### src/rtl/parking_pkg.sv
// Shared definitions for the parking gate controller.
//   lane_state_t  : per-lane barrier FSM state
//   OPEN_MIN_DEF  : default first minute of the day entry is allowed (08:00)
//   CLOSE_MIN_DEF : default first minute of the day entry is refused again (20:00)
//   CNT_W         : width of the per-lane pass-timeout counter
package parking_pkg;

    localparam int unsigned OPEN_MIN_DEF  = 480;
    localparam int unsigned CLOSE_MIN_DEF = 1200;
    localparam int unsigned CNT_W         = 8;

    typedef enum logic [2:0] {
        IDLE  = 3'd0,
        CHECK = 3'd1,
        DENY  = 3'd2,
        OPEN  = 3'd3,
        CLOSE = 3'd4
    } lane_state_t;

endpackage

### src/rtl/parking_lane.sv
// One barrier lane: request handshake, grant check, open window with
// pass-timeout, and close/re-arm. The grant decision comes from outside.
// Ports:
//   clk, rst_n      : clock, async active-low reset
//   i_req           : car present on the loop
//   i_is_uni        : badge class, latched when the request is accepted
//   i_pass          : car has driven through the barrier
//   i_grant         : grant decision, sampled in CHECK only
//   o_open          : registered barrier drive, 1 only in OPEN
//   o_event_c       : one-cycle pass event (combinational from state + pass)
//   o_timeout_c     : one-cycle timeout pulse (combinational from state + counter)
//   o_denied        : registered pulse on the first DENY cycle
//   o_cls           : latched class, stable from CHECK until the next request
module parking_lane
    import parking_pkg::*;
#(
    parameter int unsigned PASS_TIMEOUT = 16
) (
    input  logic clk,
    input  logic rst_n,
    input  logic i_req,
    input  logic i_is_uni,
    input  logic i_pass,
    input  logic i_grant,
    output logic o_open,
    output logic o_event_c,
    output logic o_timeout_c,
    output logic o_denied,
    output logic o_cls
);

    localparam logic [CNT_W-1:0] CNT_LAST = CNT_W'(PASS_TIMEOUT - 1);

    lane_state_t      r_state;
    lane_state_t      w_next;
    logic [CNT_W-1:0] r_cnt;
    logic             r_cls;
    logic             r_open;
    logic             r_denied;
    logic             w_event;
    logic             w_timeout;

    // State, counter, class latch and registered outputs
    always_ff @(posedge clk or negedge rst_n) begin
        if (!rst_n) begin
            r_state  <= IDLE;
            r_cnt    <= '0;
            r_cls    <= 1'b0;
            r_open   <= 1'b0;
            r_denied <= 1'b0;
        end else begin
            r_state  <= w_next;
            r_open   <= (w_next == OPEN);
            r_denied <= (r_state == CHECK) && !i_grant;
            if (r_state == IDLE && i_req) begin
                r_cnt <= '0;
                r_cls <= i_is_uni;
            end else if (r_state == OPEN) begin
                r_cnt <= r_cnt + CNT_W'(1);
            end
        end
    end

    // Next state and event/timeout decode; pass beats timeout
    always_comb begin
        w_next    = r_state;
        w_event   = 1'b0;
        w_timeout = 1'b0;
        case (r_state)
            IDLE:  if (i_req) w_next = CHECK;
            CHECK: w_next = i_grant ? OPEN : DENY;
            DENY:  if (!i_req) w_next = IDLE;
            OPEN: begin
                if (i_pass) begin
                    w_event = 1'b1;
                    w_next  = CLOSE;
                end else if (r_cnt == CNT_LAST) begin
                    w_timeout = 1'b1;
                    w_next    = CLOSE;
                end
            end
            // Hold until the loop and pass sensor clear so one car yields one event
            CLOSE: if (!i_req && !i_pass) w_next = IDLE;
            default: w_next = IDLE;
        endcase
    end

    assign o_open      = r_open;
    assign o_event_c   = w_event;
    assign o_timeout_c = w_timeout;
    assign o_denied    = r_denied;
    assign o_cls       = r_cls;

endmodule

### src/rtl/parking_gate_ctrl.sv
// Parking gate controller: independent entry and exit barrier lanes.
// Entry is granted inside opening hours when a suitable space is free;
// exit is always granted.
// Ports:
//   clk, rst_n                             : clock, async active-low reset
//   timer[31:0]                            : minute of day
//   arr_req, arr_is_uni, entry_pass        : entry loop, class, pass sensor
//   dep_req, dep_is_uni, exit_pass         : exit loop, class, pass sensor
//   uni_is_vacated_space, is_vacated_space : vacancy flags
//   entry_open, exit_open                  : barrier drives
//   car_entered/is_uni_car_entered         : entry event and class
//   car_exited/is_uni_car_exited           : exit event and class
//   entry_denied, entry_timeout, exit_timeout : status pulses
module parking_gate_ctrl
    import parking_pkg::*;
#(
    parameter int unsigned PASS_TIMEOUT = 16,
    parameter int unsigned OPEN_MIN     = OPEN_MIN_DEF,
    parameter int unsigned CLOSE_MIN    = CLOSE_MIN_DEF
) (
    input  logic        clk,
    input  logic        rst_n,
    input  logic [31:0] timer,
    input  logic        arr_req,
    input  logic        arr_is_uni,
    input  logic        dep_req,
    input  logic        dep_is_uni,
    input  logic        entry_pass,
    input  logic        exit_pass,
    input  logic        uni_is_vacated_space,
    input  logic        is_vacated_space,
    output logic        entry_open,
    output logic        exit_open,
    output logic        car_entered,
    output logic        is_uni_car_entered,
    output logic        car_exited,
    output logic        is_uni_car_exited,
    output logic        entry_denied,
    output logic        entry_timeout,
    output logic        exit_timeout
);

    logic w_in_hours;
    logic w_entry_cls;
    logic w_entry_grant;
    logic w_exit_denied_unused;

    // A uni car may use a uni space or any general space; others need a general space
    assign w_in_hours    = (timer >= 32'(OPEN_MIN)) && (timer < 32'(CLOSE_MIN));
    assign w_entry_grant = w_in_hours &&
                           ((w_entry_cls && uni_is_vacated_space) || is_vacated_space);

    parking_lane #(
        .PASS_TIMEOUT (PASS_TIMEOUT)
    ) u_entry_lane (
        .clk         (clk),
        .rst_n       (rst_n),
        .i_req       (arr_req),
        .i_is_uni    (arr_is_uni),
        .i_pass      (entry_pass),
        .i_grant     (w_entry_grant),
        .o_open      (entry_open),
        .o_event_c   (car_entered),
        .o_timeout_c (entry_timeout),
        .o_denied    (entry_denied),
        .o_cls       (w_entry_cls)
    );

    parking_lane #(
        .PASS_TIMEOUT (PASS_TIMEOUT)
    ) u_exit_lane (
        .clk         (clk),
        .rst_n       (rst_n),
        .i_req       (dep_req),
        .i_is_uni    (dep_is_uni),
        .i_pass      (exit_pass),
        .i_grant     (1'b1),
        .o_open      (exit_open),
        .o_event_c   (car_exited),
        .o_timeout_c (exit_timeout),
        .o_denied    (w_exit_denied_unused),
        .o_cls       (is_uni_car_exited)
    );

    assign is_uni_car_entered = w_entry_cls;

endmodule

### config.mk
export PLATFORM = sky130hd
export DESIGN_NAME = parking_gate_ctrl
export DESIGN_NICKNAME = d
export VERILOG_FILES = /design/src/rtl/parking_pkg.sv /design/src/rtl/parking_lane.sv /design/src/rtl/parking_gate_ctrl.sv
export SDC_FILE = /design/constraint.sdc
export NUM_CORES = 1
export LEC_CHECK = 0
export CAP_MARGIN = 40
export CORE_MARGIN = 1
export CORE_UTILIZATION = 40
export DETAILED_ROUTE_END_ITERATION = 12
export PLACE_DENSITY_LB_ADDON = 0.05
export SYNTH_ARGS = -nofsm -noshare
export SYNTH_HDL_FRONTEND = slang
export SYNTH_SLANG_ARGS = --single-unit
### constraint.sdc
create_clock -name clk -period 1.4 [get_ports clk]
set_input_delay 0.21 -clock clk [delete_from_list [all_inputs] [get_ports clk]]
set_output_delay 0.21 -clock clk [all_outputs]
set_load 0.005 [all_outputs]
After elaboration in Yosys (flattened, before gate mapping)
Cells that the tools add are included.
- register bits after elaboration: 27
- output and inout bits: 9
- word-level logic and storage cells: 70
- bits of input ports: 42
- bits in writable memories: 0
- memories: 0
- latch bits: 0
- ROM bits: 0
- multipliers: 0
- magnitude comparators: 2
- bitwise gates (word level): 0
- mux-type cells: 27
- reduce and logical (&&, ||, !) cells: 18
- divide/modulo/power cells: 0
- eq/ne operators: 12
- $add $sub $neg: 2
- shift-type cells: 0
- operator list (operator ; count):
    32-bit by 9-bit >= comparator with 1-bit output, second input constant ; 1
    32-bit by 11-bit < comparator with 1-bit output, second input constant ; 1
    8-bit two-way mux ; 4
    3-bit two-way mux ; 10
    3-bit one-hot mux with 5 select lines ; 2
    3-bit by 2-bit equality test with 1-bit output, second input constant ; 6
    8-bit by 1-bit adder with 8-bit output, second input constant ; 2
    8-bit by 4-bit equality test with 1-bit output, second input constant ; 2
    1-bit two-way mux ; 11
    1-bit logical AND ; 8
    3-bit by 1-bit equality test with 1-bit output, second input constant ; 2
    3-bit equality test, second input constant ; 2
    3-bit zero test ; 2
    1-bit zero test ; 5
    2-bit nonzero test ; 2
    1-bit logical OR ; 1

Longest topological paths before layout
- word-level depth: 6
- gate-level depth with buffers: 6
- depth with buffers taken out: 5

Hierarchy
Synthesis repeated with hierarchy kept, for this count alone.
- cells, all modules: 153
- area, all modules: 1495.2 um^2
- modules (own cells, without submodules) (module ; times used ; cells an instance ; seq. area each (um^2) ; area each (um^2)):
    parking_lane ; 2 ; 69 ; 350.3 ; 696.9
    parking_gate_ctrl ; 1 ; 15 ; 0.0 ; 101.3

Least setup slack after synthesis
No wires, ideal clock.
- kind: register to register
- start point: register u_entry_lane.r_cnt[0]
- end point: register u_entry_lane.r_state[1]
- library setup time: 0.099 ns
- slack: -0.028 ns
- buffers on the path: 0
- period minus slack after synthesis: 1.428 ns
- data required time: 1.301 ns
- arrival: 1.329 ns
- stages on the path, launching flop included: 5
- cell sequence: dfrtp_1 > ha_1 > and3_1 > a211o_1 > a311oi_1
- word-level cells in the longest chain between the ends: 4
- RTL lines (element ; RTL line ; text):
    start, declared ; parking_lane.sv:36 ; logic [CNT_W-1:0] r_cnt;
    start signal, assigned ; parking_lane.sv:59 ; r_cnt <= r_cnt + CNT_W'(1);
    8-bit by 4-bit equality test with 1-bit output ; parking_lane.sv:77 ; end else if (r_cnt == CNT_LAST) begin
    3-bit two-way mux ; parking_lane.sv:77 ;
    3-bit two-way mux ; parking_lane.sv:74 ; if (i_pass) begin
    3-bit one-hot mux with 5 select lines ; parking_lane.sv:69 ; case (r_state)
    via u_entry_lane.w_next[1] ; parking_lane.sv:35 ; lane_state_t w_next;
    end signal, assigned ; parking_lane.sv:52 ; r_state <= w_next;
    end, declared ; parking_lane.sv:34 ; lane_state_t r_state;
The timed path passes the listed nets, and every way through them passes these cells.
A chain may end at the register's enable or synchronous reset.

Worst setup path after layout
- start point: register u_exit_lane.r_state[2]
- end point: output exit_timeout
- word-level cells in the longest chain between the ends: 2
- RTL lines (element ; RTL line ; text):
    start, declared ; parking_lane.sv:34 ;
    start signal, assigned ; parking_lane.sv:52 ;
    3-bit by 2-bit equality test with 1-bit output ; parking_lane.sv:69 ;
    1-bit two-way mux ; parking_lane.sv:69 ;
    end, declared ; parking_gate_ctrl.sv:40 ; output logic exit_timeout
Every way passes these cells.

==> impl_metrics.csv <==
group,metric,value,unit
run_status,outcome,"complete, but fails checks",
run_status,violations,"setup timing",
sta,slew_violations,0,
synth,syn_inst,142,
synth,synthesis.nets,186,
detailed_routing,firstDrtPassIters,4,
global_routing,overflow,0,
sta,relSlewSlack,77.31,%
die,die_h,61.61,um
clock_network,numCtsBuffers,3,
critical_path,start_kind,"flop",
sta,fin_crit,1.719,ns
synth,yosysTopAreaCell,"dfrtp_1",
global_routing,grt_usage,20.34,%
synth,synth.distinct_cells,39,
detailed_routing,viasPerCell,5.042,
layout,fin_nets,286,
critical_path,cp_top_family,"simple AND/OR/NAND/NOR gates",
layout,areaGrowthSynthToFinish,75.62,%
synth,synth_ff_type,"dfrtp_1",
critical_path,crit_required,1.19,ns
clock_network,cts_tree,"done",
sta,hold_violations,0,
clock_network,clk_latency,0.34,ns
placement,io_buffers,46,
detailed_routing,drt_first_iter_violations,74,
die,rows,21,
layout,fillCellCount,274,
detailed_routing,finalWirelength,3743,um
layout,drive_above_1_share,36.10,%
sta,fmaxAchievable,0.5817,GHz
die,die_area,3796,um2
layout,fin_area,2496,um2
sta,grt_setup_unrepaired,"yes",
sta,fin_ws,-0.3190,ns
global_routing,grt_pass1_wl,5671,um
critical_path,crit_type,"reg -> out",
placement,hpwl,2552,um
synth,async_flop_share,100.0,%
placement,gp_congestion,0.7560,
placement,dp.cells,267,
sta,tns,-1.628,ns
layout,ff_latch_area,675.6,um2
detailed_routing,drc,0,
critical_path,crit_arrival,1.51,ns
die,io_pins,51,
synth,netlist_top_cells_area,"dfrtp_1 (48%), nor2_1 (5.0%), xnor2_1 (4.3%), xor2_1 (3.7%), nand2_1 (3.4%)",
critical_path,path_buf_inv,2,
power_and_ir_drop,power_density,1264,nW/um2
clock_network,cts.sinks,27,
synth,netlist_area,1421,um2
sta,setup-violations-final,12,
critical_path,cp-end-kind,"output pin",
placement,dpl_cell_area,2195,um2
synth,synth-edff-count,0,
clock_network,path_clk_slew,0.15,ns
synth,ys_seq_area_share,47.54,%
sta,fin_crit_sh,122.8,%
clock_network,cts.htree.levels,1,
detailed_routing,ant_nets,0,
layout,multiInputGateArea,842.1,um2
critical_path,crit_chain,"and3b_2 -> buf_6 -> nand4_1 -> nor3b_2 -> buf_2",
synth,synth_top_area_share,47.54,%
flow_run,maxCapViolCount,0,
critical_path,cp_slowest_stage_delay,0.42,ns
global_routing,grt_max_degree,28,
hold_path,hold_class,"in -> async",
global_routing,grt_pass1_vias,1383,
die,initial_core_util,42.26,%
sta,worst_pin_slew,0.3373,ns
power_and_ir_drop,leakagePower,1.206,nW
synth,synth_seq_cells,27,
die,core_region_area,3363,um2
clock_network,clockBufferDepth,2,
clock_network,root_buffer,"clkbuf_4",
sta,fin_worst_skew,0.004862,ns
critical_path,crit_slowest_cell,"dfrtp_1",
detailed_routing,wire_per_inst,13.04,um
layout,num_antenna_cells,0,
die,die_w,61.61,um
synth,yosysWarnings,0,
layout,layout.cells.non_filler,287,
global_routing,grt_antenna_before_repair,0,
synth,syn_avg_cell_area,10.01,um2
power_and_ir_drop,vdd_drop_max,0.0007807,V
critical_path,cp_max_fo,2,
detailed_routing,vias,1447,
placed cells by master (no fill, tap or decap), drive strengths merged:
master         Yosys  layout
a211o              2       2
a21o               1       1
a21oi              5       5
a311oi             1       1
a41o               1       1
and2               3       3
and3               3       3
and3b              2       2
and4               1       1
buf                3      57
clkbuf             1       3
clkdlybuf4s50      0      34
clkinvlp           0       1
dfrtp             27      27
dlygate4sd2        0       5
dlymetal6s2s       0       3
ha                 2       2
mux2               2       2
nand2             13      13
nand2b             3       3
nand3              4       4
nand3b             2       2
nand4              6       6
nor2              19      19
nor3               6       6
nor3b              3       3
nor4               5       5
o211ai             1       1
o21a               1       1
o21ai              5       5
o311ai             1       1
o31a               1       1
or2                1       1
or3                1       1
or4                3       3
xnor2              7       7
xor2               6       6
cells in the mapped netlist, types with 2 or more instances:
master	instances
mux2_2	2
nand2b_1	2
o21ai_1	2
a211o_1	2
nor3_2	3
nand3_1	4
nor3b_1	3
xnor2_1	7
dfrtp_1	27
o21ai_0	3
and2_1	3
ha_1	2
a21oi_1	5
and3_1	3
nand2_1	13
nor4_1	5
xor2_1	6
nor3_1	3
nand4_1	6
and3b_1	2
or4_1	3
nor2_1	19
timing repair:
item | 4_1_cts | 5_1_grt
buffers inserted | 8 | 8
pin swaps | 12 | 19
resized for setup | 36 | 26
setup endpoints to repair | 15 | 21
gates cloned | 0 | 1
hold buffers | 0 | 0
where the power goes:
part	switching [W]	leakage [nW]	total [W]	internal (W)
combinational	0.000722	0.831	0.00172	0.00100
sequential	0.0000944	0.360	0.00106	0.000971
clock	0.000257	0.0139	0.000367	0.000110
total	0.00107	1.21	0.00316	0.00208
layer usage:
layer | part of all wire (%) | GRT usage [%] | up-vias
met2 | 49 | 34.72 | 50
li1 | - | - | 713
met5 | 0 | 0 | -
met3 | 5.7 | 3.992 | 5
met1 | 44 | 25.39 | 679
met4 | 1.3 | 7.619 | 0
state kept, by name, indices dropped and copies added, names as in the netlist:
| register | flops |
|---|---|
| u_entry_lane.r_cnt | 8 |
| u_exit_lane.r_cnt | 8 |
| u_entry_lane.r_state | 3 |
| u_exit_lane.r_state | 3 |
| u_entry_lane.o_cls | 1 |
| u_entry_lane.o_denied | 1 |
| u_entry_lane.o_open | 1 |
| u_exit_lane.o_cls | 1 |
| u_exit_lane.o_open | 1 |
cells by family after synthesis:
group	synth area share (%)
DFF	47.54
buffers and inverters	2.024
adders and majority gates	1.760
xor gates and xnor gates	8.011
muxes	1.584
AOI/OAI and AO/OA	8.891
and+or+nand+nor	30.19
area by class of cell:
class	count	share of cell area [%]
well taps	46	2.306
repair buffers	99	35.69
flip-flops and latches	27	27.07
clock buffers	3	0.9023
clock inverters	1	0.3008
multi-input cells	111	33.73
metrics by stage:
step                power, W  utilization, %  worst slack, ns  hold WS (ns)
finish              0.003156           74.22          -0.3190        0.2197
global route        0.003356           74.22          -0.3993        0.2444
CTS                 0.002866           69.01          -0.3047        0.2266
detailed placement  0.002377           65.25          -0.3494        0.4970
global placement    0.002341           65.25          -0.3220        0.4978
floorplan           0.001737               -         0.008249      -0.08559
path summary, 6_finish.rpt:
path	slack, ns	to	from	cells after the start
max	-0.32	exit_timeout	u_exit_lane.r_state[2]	5
max in group asynchronous	0.93	u_entry_lane.o_cls	rst_n	2
min reg2reg	0.52	u_exit_lane.o_cls	u_exit_lane.o_cls	1
min in group clk	0.29	u_entry_lane.o_open	timer[12]	5
max reg2reg	-0.14	u_exit_lane.r_cnt[7]	u_exit_lane.r_state[2]	7
min	0.22	u_exit_lane.r_cnt[6]	rst_n	2
No activity file was read; power rests on OpenSTA's default activity.
